**src/rtl/alu_md.sv**
```systemverilog
// ALU with iterative multiply/divide and HI/LO registers; single-cycle ops respond 1 cycle after acceptance, MULTU/DIVU WIDTH+1 cycles.
// in_ready = !busy while a multi-cycle op iterates; flush aborts it. Define ALU_MD_DIV_EN to build the restoring divider.
module alu_md #(
    parameter int WIDTH = 32,
    parameter int CNT_W = 6
) (
    input  logic             clk,
    input  logic             reset_n,
    input  logic             in_valid,
    output logic             in_ready,
    input  logic [3:0]       op,
    input  logic [WIDTH-1:0] operand_a,
    input  logic [WIDTH-1:0] operand_b,
    input  logic [WIDTH-1:0] data_out1,
    input  logic [WIDTH-1:0] alu_op_q,
    input  logic [1:0]       sel_a,
    input  logic [1:0]       sel_b,
    input  logic             flush,
    output logic [WIDTH-1:0] result,
    output logic             out_valid,
    output logic             zero,
    output logic             overflow,
    output logic             busy
);
    localparam int SH_W = $clog2(WIDTH);

    localparam logic [3:0] OP_ADD   = 4'd0;
    localparam logic [3:0] OP_SUB   = 4'd1;
    localparam logic [3:0] OP_AND   = 4'd2;
    localparam logic [3:0] OP_OR    = 4'd3;
    localparam logic [3:0] OP_XOR   = 4'd4;
    localparam logic [3:0] OP_NOR   = 4'd5;
    localparam logic [3:0] OP_SLT   = 4'd6;
    localparam logic [3:0] OP_SLTU  = 4'd7;
    localparam logic [3:0] OP_SLL   = 4'd8;
    localparam logic [3:0] OP_SRL   = 4'd9;
    localparam logic [3:0] OP_SRA   = 4'd10;
    localparam logic [3:0] OP_MULTU = 4'd11;
    localparam logic [3:0] OP_DIVU  = 4'd12;
    localparam logic [3:0] OP_MFHI  = 4'd13;
    localparam logic [3:0] OP_MFLO  = 4'd14;
    localparam logic [3:0] OP_LUI   = 4'd15;

    typedef enum logic [1:0] {IDLE, MUL, DIV} state_t;

    state_t             state_q;
    logic [CNT_W-1:0]   cnt_q;
    logic [WIDTH-1:0]   hi_q, lo_q;
    logic [WIDTH-1:0]   result_q;
    logic               out_valid_q, zero_q, overflow_q;
    logic [WIDTH-1:0]   opnd_q;
    logic [2*WIDTH-1:0] work_q;

    logic [WIDTH-1:0]   a_sel, b_sel;
    logic [WIDTH-1:0]   alu_res_d;
    logic               alu_ovf_d;
    logic [WIDTH-1:0]   add_res, sub_res;
    logic [SH_W-1:0]    shamt;
    logic [WIDTH:0]     mul_sum;
    logic [2*WIDTH-1:0] mul_next;
    logic               last_iter;

    assign busy      = (state_q != IDLE);
    assign in_ready  = !busy;
    assign result    = result_q;
    assign out_valid = out_valid_q;
    assign zero      = zero_q;
    assign overflow  = overflow_q;

    always_comb begin
        a_sel = operand_a;
        if (sel_a == 2'b10)      a_sel = data_out1;
        else if (sel_a == 2'b11) a_sel = alu_op_q;
        b_sel = operand_b;
        if (sel_b == 2'b10)      b_sel = data_out1;
        else if (sel_b == 2'b11) b_sel = alu_op_q;
    end

    assign add_res = a_sel + b_sel;
    assign sub_res = a_sel - b_sel;
    assign shamt   = b_sel[SH_W-1:0];

    always_comb begin
        alu_res_d = '0;
        alu_ovf_d = 1'b0;
        case (op)
            OP_ADD: begin
                alu_res_d = add_res;
                alu_ovf_d = (a_sel[WIDTH-1] == b_sel[WIDTH-1]) && (add_res[WIDTH-1] != a_sel[WIDTH-1]);
            end
            OP_SUB: begin
                alu_res_d = sub_res;
                alu_ovf_d = (a_sel[WIDTH-1] != b_sel[WIDTH-1]) && (sub_res[WIDTH-1] != a_sel[WIDTH-1]);
            end
            OP_AND:  alu_res_d = a_sel & b_sel;
            OP_OR:   alu_res_d = a_sel | b_sel;
            OP_XOR:  alu_res_d = a_sel ^ b_sel;
            OP_NOR:  alu_res_d = ~(a_sel | b_sel);
            OP_SLT:  alu_res_d = {{(WIDTH-1){1'b0}}, ($signed(a_sel) < $signed(b_sel))};
            OP_SLTU: alu_res_d = {{(WIDTH-1){1'b0}}, (a_sel < b_sel)};
            OP_SLL:  alu_res_d = a_sel << shamt;
            OP_SRL:  alu_res_d = a_sel >> shamt;
            OP_SRA:  alu_res_d = $signed(a_sel) >>> shamt;
            OP_MFHI: alu_res_d = hi_q;
            OP_MFLO: alu_res_d = lo_q;
            OP_LUI:  alu_res_d = b_sel << (WIDTH / 2);
            default: alu_res_d = '0;
        endcase
    end

    // Shift-add step: work_q holds {partial HI, remaining multiplier bits}
    assign mul_sum   = {1'b0, work_q[2*WIDTH-1:WIDTH]} + {1'b0, (work_q[0] ? opnd_q : {WIDTH{1'b0}})};
    assign mul_next  = {mul_sum, work_q[WIDTH-1:1]};
    assign last_iter = (cnt_q == CNT_W'(WIDTH - 1));

`ifdef ALU_MD_DIV_EN
    // Restoring step: work_q holds {remainder, dividend shifting into quotient}
    logic [WIDTH:0]     div_shift, div_diff;
    logic [2*WIDTH-1:0] div_next;
    assign div_shift = {work_q[2*WIDTH-1:WIDTH], work_q[WIDTH-1]};
    assign div_diff  = div_shift - {1'b0, opnd_q};
    assign div_next  = div_diff[WIDTH] ? {div_shift[WIDTH-1:0], work_q[WIDTH-2:0], 1'b0}
                                       : {div_diff[WIDTH-1:0],  work_q[WIDTH-2:0], 1'b1};
`endif

    always_ff @(posedge clk) begin
        if (!reset_n) begin
            state_q     <= IDLE;
            cnt_q       <= '0;
            hi_q        <= '0;
            lo_q        <= '0;
            result_q    <= '0;
            out_valid_q <= 1'b0;
            zero_q      <= 1'b0;
            overflow_q  <= 1'b0;
            opnd_q      <= '0;
            work_q      <= '0;
        end else begin
            out_valid_q <= 1'b0;
            case (state_q)
                IDLE: begin
                    if (in_valid && !flush) begin
                        if (op == OP_MULTU) begin
                            opnd_q  <= a_sel;
                            work_q  <= {{WIDTH{1'b0}}, b_sel};
                            cnt_q   <= '0;
                            state_q <= MUL;
                        end else if (op == OP_DIVU) begin
`ifdef ALU_MD_DIV_EN
                            if (b_sel == '0) begin
                                hi_q        <= a_sel;
                                lo_q        <= '1;
                                result_q    <= '1;
                                zero_q      <= 1'b0;
                                overflow_q  <= 1'b1;
                                out_valid_q <= 1'b1;
                            end else begin
                                opnd_q  <= b_sel;
                                work_q  <= {{WIDTH{1'b0}}, a_sel};
                                cnt_q   <= '0;
                                state_q <= DIV;
                            end
`else
                            result_q    <= '0;
                            zero_q      <= 1'b1;
                            overflow_q  <= 1'b1;
                            out_valid_q <= 1'b1;
`endif
                        end else begin
                            result_q    <= alu_res_d;
                            zero_q      <= (alu_res_d == '0);
                            overflow_q  <= alu_ovf_d;
                            out_valid_q <= 1'b1;
                        end
                    end
                end
                MUL: begin
                    if (flush) begin
                        state_q <= IDLE;
                    end else begin
                        work_q <= mul_next;
                        cnt_q  <= cnt_q + CNT_W'(1);
                        if (last_iter) begin
                            hi_q        <= mul_next[2*WIDTH-1:WIDTH];
                            lo_q        <= mul_next[WIDTH-1:0];
                            result_q    <= mul_next[WIDTH-1:0];
                            zero_q      <= (mul_next[WIDTH-1:0] == '0);
                            overflow_q  <= 1'b0;
                            out_valid_q <= 1'b1;
                            state_q     <= IDLE;
                        end
                    end
                end
`ifdef ALU_MD_DIV_EN
                DIV: begin
                    if (flush) begin
                        state_q <= IDLE;
                    end else begin
                        work_q <= div_next;
                        cnt_q  <= cnt_q + CNT_W'(1);
                        if (last_iter) begin
                            hi_q        <= div_next[2*WIDTH-1:WIDTH];
                            lo_q        <= div_next[WIDTH-1:0];
                            result_q    <= div_next[WIDTH-1:0];
                            zero_q      <= (div_next[WIDTH-1:0] == '0);
                            overflow_q  <= 1'b0;
                            out_valid_q <= 1'b1;
                            state_q     <= IDLE;
                        end
                    end
                end
`endif
                default: state_q <= IDLE;
            endcase
        end
    end
endmodule

```
**config.mk**
```make
export PLATFORM = sky130hd
export DESIGN_NAME = alu_md
export DESIGN_NICKNAME = d
export VERILOG_FILES = /design/src/rtl/alu_md.sv
export SDC_FILE = /design/constraint.sdc
export NUM_CORES = 1
export LEC_CHECK = 0
export ABC_AREA = 1
export BUFFER_PORTS_ARGS = -buffer_cell sky130_fd_sc_hd__buf_2
export CAP_MARGIN = 20
export CORE_ASPECT_RATIO = 1.75
export CORE_UTILIZATION = 50
export CTS_BUF_LIST = sky130_fd_sc_hd__clkbuf_2
export CTS_CLUSTER_DIAMETER = 60
export DETAILED_ROUTE_END_ITERATION = 8
export PLACE_DENSITY_LB_ADDON = 0.25
export SLEW_MARGIN = 40
export SYNTH_ARGS = -nofsm -noshare
export SYNTH_HDL_FRONTEND = slang
export SYNTH_SLANG_ARGS = --single-unit
```
**constraint.sdc**
```tcl
create_clock -name clk -period 10.7 [get_ports clk]
set_clock_uncertainty 0.05 [all_clocks]
set_input_delay 1.605 -clock clk [delete_from_list [all_inputs] [get_ports clk]]
set_output_delay 1.605 -clock clk [all_outputs]
set_load 0.01 [all_outputs]
```
==> results.cfg, run 1 <==
[status]
status = stopped before the end
haltStage = global routing (5_1_grt)
stop_error = [ERROR GRT-0116] Global routing finished with congestion. Check the congestion regions in the DRC Viewer.

[yosys]
syn_area_per_cell_um2 = 5.73
synth_top_area_share_pct = 19.2
syn_inst = 3683
yosysTopAreaCell = dfxtp_1
ys_ff_latch = 202
synth-main-ff-cell = dfxtp_1
async_reset_ff_share_pct = 0
synthTopCellsByArea = dfxtp_1, nand2_1, nand3_1, ha_1, inv_1
synth_nets = 3963
netlist-cell-type-count = 48
yosysWarnings = 0
syn_area_um2 = 21100
synth_edf_count = 0
yosysSeqAreaShare_pct = 19.2

[clock_tree]
postCtsHoldBufs = 0
cts_root_buf = clkbuf_2
cts_resized = 0
clockBufferDepth = 3
cts_setup_buffers = 0
cts.sinks = 202
cts_buffers = 42
h-tree-depth = 2

[placed_design]
dp_cells = 4279
gp_congestion = 1.16
portBuffers = 176
dp_hpwl_um = 95700
dp_slack_ps = 3720

[global_route]
overflow = 2
grt_max_degree = 86
grt_pass1_wl_um = 186000
gr-usage-all-layers_pct = 59.6
grt_pass1_vias = 27700

[floorplan]
rows = 99
die_h_um = 274
dieWidth_um = 157
initial_utilization_pct = 50.7
ioPinCount = 177
per-stage QoR:
| step | hold WS [ps] | instance area (µm²) |
|---|---|---|
| after CTS | 405 | 22700 |
| after detailed placement | 388 | 22400 |
| after global placement | 387 | 22400 |
| after floorplan | 374 | 21100 |
Yosys cell counts (3+ instances only):
library cell  count
a221oi_1         16
nand3_1         548
or2_2            45
o22ai_1          48
nand3_2           5
nand4_1          32
xor2_1           23
buf_2            28
a211oi_1          8
o211ai_1         20
o21ai_1           5
xnor2_1           8
inv_2             8
o21ai_0         262
clkinv_1          4
a21oi_1         287
buf_4             4
ha_1            137
clkbuf_1        144
o221ai_1         17
nor4_1           15
fa_1              3
o21a_1           19
nand2_1         937
inv_1           448
nor3_1           31
a21boi_0          9
buf_1            12
o21bai_1         29
a21o_1            3
o2111ai_1         3
nand3b_1         14
nor2_1          257
dfxtp_1         202
a31oi_1          34
logic make-up after synthesis:
kind of cell	after synthesis	share of synthesized area, %
AO/OA/AOI/OAI	771	20.7
buffers and inverters	649	11.8
AND/OR/NAND/NOR	1890	38.7
flip-flops	202	19.2
adder cells (fa/ha/maj)	140	8.41
XOR/XNOR	31	1.29
metal layers:
metal  track usage (%)  GRT overflow
met5                 0             0
met2              86.6             2
met1              60.5             0
met4              68.8             0
met3              23.7             0
==> run 2, diff against run 1 <==
- CORE_ASPECT_RATIO: 1.75 -> default
- CORE_UTILIZATION: 50 -> 35
- CTS_BUF_LIST: sky130_fd_sc_hd__clkbuf_2 -> default
- CTS_CLUSTER_DIAMETER: 60 -> default
- PLACE_DENSITY_LB_ADDON: 0.25 -> 0.15
==> run 2 against run 1 <==
Net effect: the flow now finishes without violations; synthesized cell count unchanged; synthesized area unchanged.
==> results.cfg, run 2 <==
[yosys]
synth_nets = 3963
synth_edf_count = 0
syn_inst = 3683
yosysWarnings = 0
yosysMostFrequentCell = nand2_1
yosysTopAreaCell = dfxtp_1
ys_ff_latch = 202
async_reset_ff_share_pct = 0
netlist-cell-type-count = 48
synth-main-ff-cell = dfxtp_1
syn_area_per_cell_um2 = 5.73
yosysSeqAreaShare_pct = 19.2
synthTopCellsByArea = dfxtp_1, nand2_1, nand3_1, ha_1, inv_1
yosys-top-cells-count = nand2_1, nand3_1, inv_1
syn_area_um2 = 21100
synth_top_area_share_pct = 19.2

[sta]
setup_viol = 0
slew_viol_final = 0
worstMarginPinSlew_ps = 952
finalCriticalPeriod_ps = 6800
max_freq_mhz = 147
finalHoldViolCount = 0
rsz0062_at_grt = false
relSlewSlack_pct = 36.4
fin_crit_sh_pct = 63.5
tns_ps = 0

[power_and_ir_drop]
p_total_mw = 2.76
max-vdd-ir-drop_mv = 0.0869
power.leakage_nw = 11.6
power.density_nw_per_um2 = 118

[floorplan]
core_area_um2 = 59200
die_h_um = 247
rows = 89
dieWidth_um = 247
die_area_um2 = 61200
ioPinCount = 177
initial_utilization_pct = 35.6

[placed_design]
dp_cells = 4504
gp_congestion = 1.07
dp_hpwl_um = 101000
portBuffers = 176

[clock_tree]
clockBufferDepth = 3
h-tree-depth = 1
postCtsHoldBufs = 0
insertion_delay_ps = 530
cts_root_buf = clkbuf_16
cts_resized = 0
cts_setup_buffers = 0
cts_buffers = 22
cts_tree = done
cts.sinks = 202
clk_pin_slew_ps = 70

[setup_path]
cp_max_fo = 46
slowest_delay_ps = 560
cp_slowest_cell = ha_1
cp.arrival_ps = 7210
cp-end-kind = register
crit_required_ps = 11110
startpoint_type = input port
path_class = in -> reg
timing.critical_path.mode_cell = nand2_1

[layout]
post_layout_nonfiller_instances = 4545
fin_nets = 4036
area_delta_synth_final_pct = 11.2
final_common_cell = nand2_1
layout_common_cells = nand2_1, nand3_1, inv_1
top_register = work_q
largest_register_ffs = 64
drive_above_1_share_pct = 9.39

[global_route]
antenna_found_initial = 8
grt_pass1_wl_um = 176000
gr-usage-all-layers_pct = 39.7
overflow = 0
grt_pass1_vias = 24800
grt_max_degree = 66

[status]
status = finished clean

[drt]
drt_iter0_markers = 3047
vias = 26800
wire_per_inst_um = 27.5
wl_um = 125000
via_per_inst = 5.89
first_pass_iters = 9
drc = 0
detail-route-antenna-nets = 0

[hold_path]
hold_path_class = reg -> reg

[job]
drv_cap = 0
-- run 2: final timing paths --
path                               start               endpoint  depth (start not counted)  slack, ps
setup / recovery                sel_b[1]      zero$_SDFFE_PN0P_                         29       3900
setup reg to reg  work_q[0]$_SDFFE_PN0P_  hi_q[31]$_SDFFE_PN0P_                         21       6510
hold reg to reg    lo_q[24]$_SDFFE_PN0P_  lo_q[24]$_SDFFE_PN0P_                          2        400
hold / removal     lo_q[24]$_SDFFE_PN0P_  lo_q[24]$_SDFFE_PN0P_                          2        400
-- run 2: kinds of logic (layout without fill, tap and decap cells) --
| logic type | count (synthesis) | count (layout) | synth area share (%) |
|---|---|---|---|
| xor+xnor | 31 | 31 | 1.29 |
| flops | 202 | 202 | 19.2 |
| fa+ha+maj | 140 | 140 | 8.41 |
| buf+inv | 649 | 737 | 11.8 |
| other cells | 0 | 1 | 0 |
| compound gates | 771 | 771 | 20.7 |
| simple gates | 1890 | 1890 | 38.7 |
-- run 2: through the flow --
stage | hold WS [ps] | area, µm² | utilization (%) | worst slack, ps
final | 401 | 23500 | 39.6 | 3900
after global placement | 386 | 22700 | 38.3 | 3530
after floorplan | 374 | 21100 | - | 5870
after global routing | 419 | 23500 | 39.6 | 3490
after detailed placement | 393 | 22700 | 38.4 | 3550
after CTS | 402 | 23400 | 39.6 | 4030
-- run 2: power by group --
part | switching [mW] | internal (mW)
Combinational | 0.911 | 0.305
Sequential | 0.0136 | 0.764
Clock | 0.341 | 0.428
-- run 2: layer usage --
| layer | up-vias | part of all wire, % | track usage (%) |
|---|---|---|---|
| met3 | 329 | 9.0 | 6.87 |
| met2 | 1553 | 43 | 61.0 |
| met4 | 4 | 7.2 | 24.8 |
| met1 | 12500 | 41 | 51.3 |
| li1 | 12400 | - | - |
| met5 | - | 0.011 | 0 |
-- run 2: area by class of cell --
class,instances,area [µm²]
diodes,1,2.50
repair buffers,238,1360
inverters,460,1730
well taps,773,967
clock inverters,8,48.8
flip-flops and latches,202,4040
clock buffers,31,656
fillers,6788,35800
multi-input cells,2832,14600
-- run 2: critical path: cells and delay by family --
family / cells / cell delay (ps)
AND/OR/NAND/NOR: 17 / 2140
buffers and inverters: 7 / 2010
AO/OA/AOI/OAI: 4 / 800
adder cells (fa/ha/maj): 1 / 560
(Power assumes the default switching activity.)
